## src/rtl/irq_ctrl.sv

```systemverilog
// irq_ctrl: machine-level interrupt controller.
// Synchronises raw interrupt lines, latches edge-type sources, builds the mip
// view, picks one enabled winner by fixed priority and hands it to the core
// over a req/ack handshake.
//
// state | meaning
// IDLE  | no request outstanding, looking for an eligible source
// REQ   | trap_req high, trap_code held until ack or withdrawal
// HOLD  | one cycle after ack so the core can clear mstatus.MIE
module irq_ctrl #(
  parameter int          SYNC_STAGES = 2,
  parameter logic [31:0] EDGE_MASK   = 32'h03F0_0000,
  parameter logic [31:0] VALID_MASK  = 32'h03FF_0888
) (
  input  logic        clk,
  input  logic        rst,
  input  logic [31:0] irq_i,
  input  logic [31:0] mie,
  input  logic        mstatus_mie,
  input  logic [31:0] pend_clr,
  output logic [31:0] mip,
  output logic        trap_req,
  output logic [4:0]  trap_code,
  input  logic        trap_ack
);

  localparam logic [31:0] EDGE_BITS  = EDGE_MASK & VALID_MASK;
  localparam logic [31:0] LEVEL_BITS = VALID_MASK & ~EDGE_MASK;

  typedef enum logic [1:0] {IDLE, REQ, HOLD} state_t;

  logic [31:0] sync_q [SYNC_STAGES];
  logic [31:0] hist_q;
  logic [31:0] pend_q, pend_d;
  logic [31:0] sync_lvl;
  logic [31:0] rise;
  logic [31:0] ack_clr;
  logic [31:0] eligible;

  state_t      state_q, state_d;
  logic        req_q, req_d;
  logic [4:0]  code_q, code_d;

  // Fixed priority: MEI, MSI, MTI, then platform sources lowest index first.
  function automatic logic [4:0] pick_winner(input logic [31:0] e);
    logic [4:0] c;
    c = 5'd0;
    for (int i = 25; i >= 16; i--) begin
      if (e[i]) c = 5'(i);
    end
    if (e[7])  c = 5'd7;
    if (e[3])  c = 5'd3;
    if (e[11]) c = 5'd11;
    return c;
  endfunction

  assign sync_lvl = sync_q[SYNC_STAGES-1];
  assign rise     = sync_lvl & ~hist_q & EDGE_BITS;
  assign ack_clr  = (state_q == REQ && trap_ack) ? (32'd1 << code_q) : 32'd0;
  // A new edge in the same cycle as a clear keeps the bit pending.
  assign pend_d   = ((pend_q & ~(pend_clr | ack_clr)) | rise) & EDGE_BITS;

  assign mip       = (sync_lvl & LEVEL_BITS) | pend_q;
  assign eligible  = mip & mie & VALID_MASK & {32{mstatus_mie}};
  assign trap_req  = req_q;
  assign trap_code = code_q;

  // Synchroniser chain, edge history and edge-pending latches.
  always_ff @(posedge clk or posedge rst) begin
    if (rst) begin
      for (int s = 0; s < SYNC_STAGES; s++) sync_q[s] <= '0;
      hist_q <= '0;
      pend_q <= '0;
    end else begin
      sync_q[0] <= irq_i & VALID_MASK;
      for (int s = 1; s < SYNC_STAGES; s++) sync_q[s] <= sync_q[s-1];
      hist_q <= sync_lvl;
      pend_q <= pend_d;
    end
  end

  // Handshake state and registered request outputs.
  always_ff @(posedge clk or posedge rst) begin
    if (rst) begin
      state_q <= IDLE;
      req_q   <= 1'b0;
      code_q  <= 5'd0;
    end else begin
      state_q <= state_d;
      req_q   <= req_d;
      code_q  <= code_d;
    end
  end

  // Next-state logic; ack wins over withdrawal, no preemption while in REQ.
  always_comb begin
    state_d = state_q;
    req_d   = req_q;
    code_d  = code_q;
    unique case (state_q)
      IDLE: begin
        if (eligible != 32'd0) begin
          code_d  = pick_winner(eligible);
          req_d   = 1'b1;
          state_d = REQ;
        end
      end
      REQ: begin
        if (trap_ack) begin
          req_d   = 1'b0;
          state_d = HOLD;
        end else if (!eligible[code_q]) begin
          req_d   = 1'b0;
          state_d = IDLE;
        end
      end
      HOLD: begin
        state_d = IDLE;
      end
      default: begin
        req_d   = 1'b0;
        state_d = IDLE;
      end
    endcase
  end

endmodule

```

## config.mk

```make
export PLATFORM = sky130hd
export DESIGN_NAME = irq_ctrl
export DESIGN_NICKNAME = d
export VERILOG_FILES = /design/src/rtl/irq_ctrl.sv
export SDC_FILE = /design/constraint.sdc
export NUM_CORES = 1
export LEC_CHECK = 0
export BUFFER_PORTS_ARGS = -buffer_cell sky130_fd_sc_hd__clkbuf_2
export CAP_MARGIN = 20
export CORE_MARGIN = 8
export CORE_UTILIZATION = 41
export DETAILED_ROUTE_END_ITERATION = 12
export HOLD_SLACK_MARGIN = 0.15
export PLACE_DENSITY = 0.79
export SLEW_MARGIN = 20
export SYNTH_ARGS = -nofsm -noshare
export SYNTH_HDL_FRONTEND = slang
export SYNTH_SLANG_ARGS = --single-unit
```

## constraint.sdc

```tcl
create_clock -name clk -period 2.15 [get_ports clk]
set_clock_uncertainty 0.2 [all_clocks]
set_input_delay 0.1075 -clock clk [delete_from_list [all_inputs] [get_ports clk]]
set_output_delay 0.1075 -clock clk [all_outputs]
set_load 0.05 [all_outputs]
```

==> results of run 1 <==
-- sequential cells by signal, summed over array words and instances, names as in the netlist --
signal / flops
sync_lvl: 13
sync_q: 13
hist_q: 6
pend_q: 6
trap_code: 5
state_q: 2
trap_req: 1
-- critical path, delay by kind of cell, from the launching register on --
| family | cells | cell delay (ns) |
|---|---|---|
| compound gates | 3 | 0.81 |
| flops | 1 | 0.42 |
| mux | 1 | 0.29 |
| buf+inv | 1 | 0.15 |
-- layout by cell type (no fill, tap or decap), drive strengths merged, types with 3 or more instances in the layout --
master       netlist  final
dlygate4sd3        0     28
a22oi              4      4
nor2b              5      5
nand2             16     16
buf               30      6
conb               1     19
nand3              8      8
mux2               5      5
dfrtp             46     46
clkbuf             0     59
a2111oi            3      3
a21oi              7      7
o21ai             13     13
o31ai              3      3
nand2b             3      3
inv               14     15
-- area by class of cell --
class                           instances  area [sq um]
Clock buffer                            5          68.8
Clock inverter                          3          18.8
Fill cell                             436          2110
Inverter                               14          52.6
Multi-Input combinational cell        112           677
Sequential cell                        46          1150
Tap cell                               67          83.8
Timing Repair Buffer                   88           596
-- layer usage --
metal  GRT usage (%)  routed length [um]
met1            14.7                2100
met2            24.2                2550
met3            4.16                 219
met4            4.07                  44
met5               0                   0
-- cells by family after synthesis --
kind of cell / count (synthesis) / share of synthesized area (%)
simple gates: 43 / 10.7
mux: 5 / 3.31
other cells: 1 / 0.184
flops: 46 / 56.3
buf+inv: 44 / 13.8
compound gates: 45 / 15.7
-- worst max-delay path by stage --
| stage | slack [ns] | end |
|---|---|---|
| 2_1_floorplan | 0.04 | trap_code[0]$_DFFE_PP0P_ |
| 3_3_place_gp | 0.21 | trap_code[0]$_DFFE_PP0P_ |
| 3_5_place_dp | 0.20 | trap_code[1]$_DFFE_PP0P_ |
| 4_1_cts | 0.18 | trap_code[0]$_DFFE_PP0P_ |
| 5_1_grt | 0.09 | state_q[0]$_DFFE_PP0P_ |
| 6_report | 0.16 | trap_code[0]$_DFFE_PP0P_ |
-- power by group through the flow --
stage	Combinational, mW	Clock (mW)	Sequential (mW)
6_report	0.986	0.520	1.11
5_1_grt	1.06	0.578	1.14
4_1_cts	0.990	0.538	1.11
3_5_place_dp	0.947	0	1.13
3_3_place_gp	0.939	0	1.12
2_1_floorplan	0.549	0	1.32
==> reports/metrics.cfg, run 1 <==
[route]
vias = 1544
antenna_left = 0
wl_per_cell_um = 14.7
postRouteWirelength_mm = 4.92
firstDrtPassIters = 4
drcViolationCount = 0
detail_route.iter0.violations = 79
viasPerCell = 4.61

[synthesis]
synth-edff-count = 0
synth_seq_cells = 46
yosysSeqAreaShare_pct = 56.3
netlist_instances = 184
synth_area_leader_cell = dfrtp_1
synth_top_area_share_pct = 56.3
synth_area_leaders = dfrtp_1 56%, buf_4 9.9%, o21ai_0 2.9%
synth.most_common_cell = dfrtp_1
synth_common_cells = 46 x dfrtp_1, 27 x buf_4, 16 x nand2_1
synth.avg_cell_area_sq_um = 11.1
synth.distinct_cells = 43
yosys_most_used_dff = dfrtp_1
async_reset_ff_share_pct = 100
synth_warnings = 0
netlist_area_sq_mm = 0.00204

[setup_path]
crit_start = pend_q[21]$_DFF_PP0_
slowest_stage = dfrtp_1
reg2reg_depth = 5
crit_chain = a22oi_1 -> a41o_1 -> a311o_1 -> buf_4 -> mux2_4
startpoint_type = flip-flop
required_ns = 2.14
reg2reg_slack_ns = 0.16
cp.arrival_ns = 1.98
max_stage_delay_ns = 0.42
r2r_end = trap_code[0]$_DFFE_PP0P_
path_class = reg2reg
r2r_start = pend_q[21]$_DFF_PP0_
end_kind = flip-flop
cp_max_fo = 4

[clock_network]
clk_latency_ns = 0.30
cts_resized = 0
clk_pin_slew_worst_paths_ns = 0.09
cts_hold_buffers = 28
root_buffer = clkbuf_8
numCtsBuffers = 5
cts_setup_buffers = 0
cts_tree = yes
clock_sinks = 46
cts_buffer_depth = 2
h-tree-depth = 2

[placed_design]
port_buffers = 54
dp.cells = 299
dp_hpwl_mm = 3.69
post-place-ws_ns = 0.200
placed_cell_area_sq_mm = 0.00228
gp_congestion = 0.826

[sta]
slew_headroom_pct = 66.2
hold_viol_final = 0
fin_tns_setup_ns = 0
setup_viol = 0
fmax_mhz = 502
holdWs_ns = 0.143
period_needed_ns = 1.99
fin_crit_sh_pct = 92.7
grt_setup_unrepaired = false
setup_ws_ns = 0.156
tightestPinTransition_ns = 0.505
slew_violations = 0

[die]
die_height_um = 86.6
core-area_sq_mm = 0.00475
fp.dieArea_sq_mm = 0.00750
ioPinCount = 138
fp-row-count = 25
die_width_um = 86.6
start_util_pct = 43.0

[layout]
fin_util_pct = 55.7
area_delta_synth_final_pct = 29.6
num_antenna_cells = 0
fin_area_sq_mm = 0.00265
final_cells = 335
nNetsFinal = 367
drive_gt1_share_pct = 28.7

[pwr]
power_switching_mw = 1.07
vdd_drop_max_uv = 398
netSwitchingFraction_pct = 40.8
cellPowerDensity_mw_per_mm2 = 989
comb_power_share_pct = 37.7
seqPwrFrac_pct = 42.5
leakage_nw = 1.31
clkPwrFrac_pct = 19.9
intPower_mw = 1.55
total_power_mw = 2.62

[run_status]
outcome = finished clean

[global_routing]
grt_pass1_wl_mm = 7.85
antenna_found_initial = 0
first_global_vias = 1679
grt_usage_pct = 13.5
grt_max_degree = 29
grt_overflow = 0

[hold_path]
min_path_cells = 0
min_path_type = reg2reg
holdPathEnd = sync_lvl[22]$_DFF_PP0_
worstHoldStart = sync_q[54]$_DFF_PP0_

[flow_run]
maxCapViolCount = 0

Power figures use the tool's default switching activity.
==> run 2, diff against run 1 <==
--- a/config.mk
+++ b/config.mk
@@ -9,9 +9,7 @@
 export CAP_MARGIN = 20
 export CORE_MARGIN = 8
-export CORE_UTILIZATION = 41
+export CORE_UTILIZATION = 29
 export DETAILED_ROUTE_END_ITERATION = 12
 export HOLD_SLACK_MARGIN = 0.15
-export PLACE_DENSITY = 0.79
-export SLEW_MARGIN = 20
 export SYNTH_ARGS = -nofsm -noshare
 export SYNTH_HDL_FRONTEND = slang
--- a/constraint.sdc
+++ b/constraint.sdc
@@ -3,3 +3,3 @@
 set_input_delay 0.1075 -clock clk [delete_from_list [all_inputs] [get_ports clk]]
 set_output_delay 0.1075 -clock clk [all_outputs]
-set_load 0.05 [all_outputs]
+set_load 0.01 [all_outputs]
==> reports/metrics.cfg, run 2 (synthesis gave the netlist of run 1 again) <==
[run_status]
outcome = finished clean

[sta]
grt_setup_unrepaired = false
setup_viol = 0
tightestPinTransition_ns = 0.533
fin_crit_sh_pct = 95.5
hold_viol_final = 0
slew_headroom_pct = 64.4
fin_tns_setup_ns = 0
period_needed_ns = 2.05
fmax_mhz = 487
slew_violations = 0

[die]
start_util_pct = 30.1
die_height_um = 99.9
ioPinCount = 138
fp-row-count = 30
fp.dieArea_sq_mm = 0.00999
core-area_sq_mm = 0.00679
die_width_um = 99.9

[setup_path]
startpoint_type = flip-flop
end_kind = flip-flop
cp.arrival_ns = 2.05
path_class = reg2reg
cp_max_fo = 4
required_ns = 2.15

[clock_network]
clk_pin_slew_worst_paths_ns = 0.10
clock_sinks = 46
h-tree-depth = 2
numCtsBuffers = 5
cts_resized = 0
root_buffer = clkbuf_8
cts_buffer_depth = 2
clk_latency_ns = 0.30
cts_tree = yes

[flow_run]
maxCapViolCount = 0

[layout]
area_delta_synth_final_pct = 31.2
nNetsFinal = 364
final_cell_mix = 54 x clkbuf_2, 46 x dfrtp_1, 27 x dlygate4sd3_1
fill_cells = 703
final_cells = 361
layout_commonest_cell = clkbuf_2
num_antenna_cells = 0
drive_gt1_share_pct = 28.3

[global_routing]
first_global_vias = 1698
grt_overflow = 0
grt_max_degree = 25
antenna_found_initial = 0
grt_usage_pct = 10.9
grt_pass1_wl_mm = 8.58

[pwr]
leakage_nw = 1.30
total_power_mw = 2.36
cellPowerDensity_mw_per_mm2 = 882
vdd_drop_max_uv = 340

[route]
wl_per_cell_um = 14.0
viasPerCell = 4.25
antenna_left = 0
drcViolationCount = 0
postRouteWirelength_mm = 5.05
detail_route.iter0.violations = 75
firstDrtPassIters = 4
vias = 1535

[placed_design]
dp_hpwl_mm = 3.93
port_buffers = 54
dp.cells = 326
gp_congestion = 0.822

[hold_path]
min_path_type = reg2reg

run 2: cell types whose count changed in the layout (fill, tap and decap cells not counted):
cell,delta
clkinv_2,-2
clkinvlp_4,+1
dlygate4sd3_1,-1
inv_8,+1
buf_4,-3
buf_12,+1
run 2: timing repair:
item | CTS | global route
hold buffers | 27 | 0
endpoints found under the hold margin | 71 | 0
setup buffers | 0 | 0
run 2: per-layer routing:
layer  track usage (%)  up-vias  part of all wire, %  wire, um
met4              3.73        0                  1.4        69
met3              3.11        8                  4.7       236
li1                  -      754                    -         -
met1              12.5      733                   42      2150
met5                 0        -                    0         0
met2              18.9       40                   51      2600
run 2: stage by stage:
stage,worst slack [ns],utilization (%),hold WS [ns],cell area [sq um]
3_3_place_gp,0.159,34.1,-0.0385,2310
3_5_place_dp,0.178,34.1,-0.0303,2310
4_1_cts,0.139,39.4,0.157,2680
5_1_grt,0.0278,39.4,0.167,2680
2_1_floorplan,0.357,-,-0.0611,2110
6_report,0.0961,39.4,0.153,2680
run 2: layout make-up:
class                      count  area, sq um  share of cell area [%]
timing repair buffer          85          583                    21.8
inverter                      14         52.6                    1.96
multi-input combinational    112          677                    25.3
sequential                    46         1150                    43.0
tap                           96          120                    4.48
clock inverter                 3         27.5                    1.03
clock buffer                   5         68.8                    2.57
run 2: critical path: stages, from the launching register on:
cell     delay, ns
dfrtp_1       0.42
a22oi_1       0.39
a41o_1        0.28
a311o_1       0.32
mux2_4        0.33
run 2: final timing paths:
path	slack, ns	from	depth (start not counted)	end
worst max-delay path	0.1	pend_q[21]$_DFF_PP0_	4	trap_code[1]$_DFFE_PP0P_
worst min-delay path	0.15	sync_q[39]$_DFF_PP0_	0	sync_lvl[7]$_DFF_PP0_
worst max register to register	0.1	pend_q[21]$_DFF_PP0_	4	trap_code[1]$_DFFE_PP0P_
worst min register to register	0.15	sync_q[39]$_DFF_PP0_	0	sync_lvl[7]$_DFF_PP0_
max in group asynchronous	1.07	rst	4	sync_lvl[11]$_DFF_PP0_
min in group asynchronous	0.17	rst	3	sync_lvl[21]$_DFF_PP0_
run 2: power by group:
group          switching [mW]  leakage, nW  internal (mW)  total [mW]
Combinational           0.357        0.709          0.323       0.680
Sequential              0.143        0.542          0.977        1.12
Clock                   0.321       0.0467          0.241       0.562
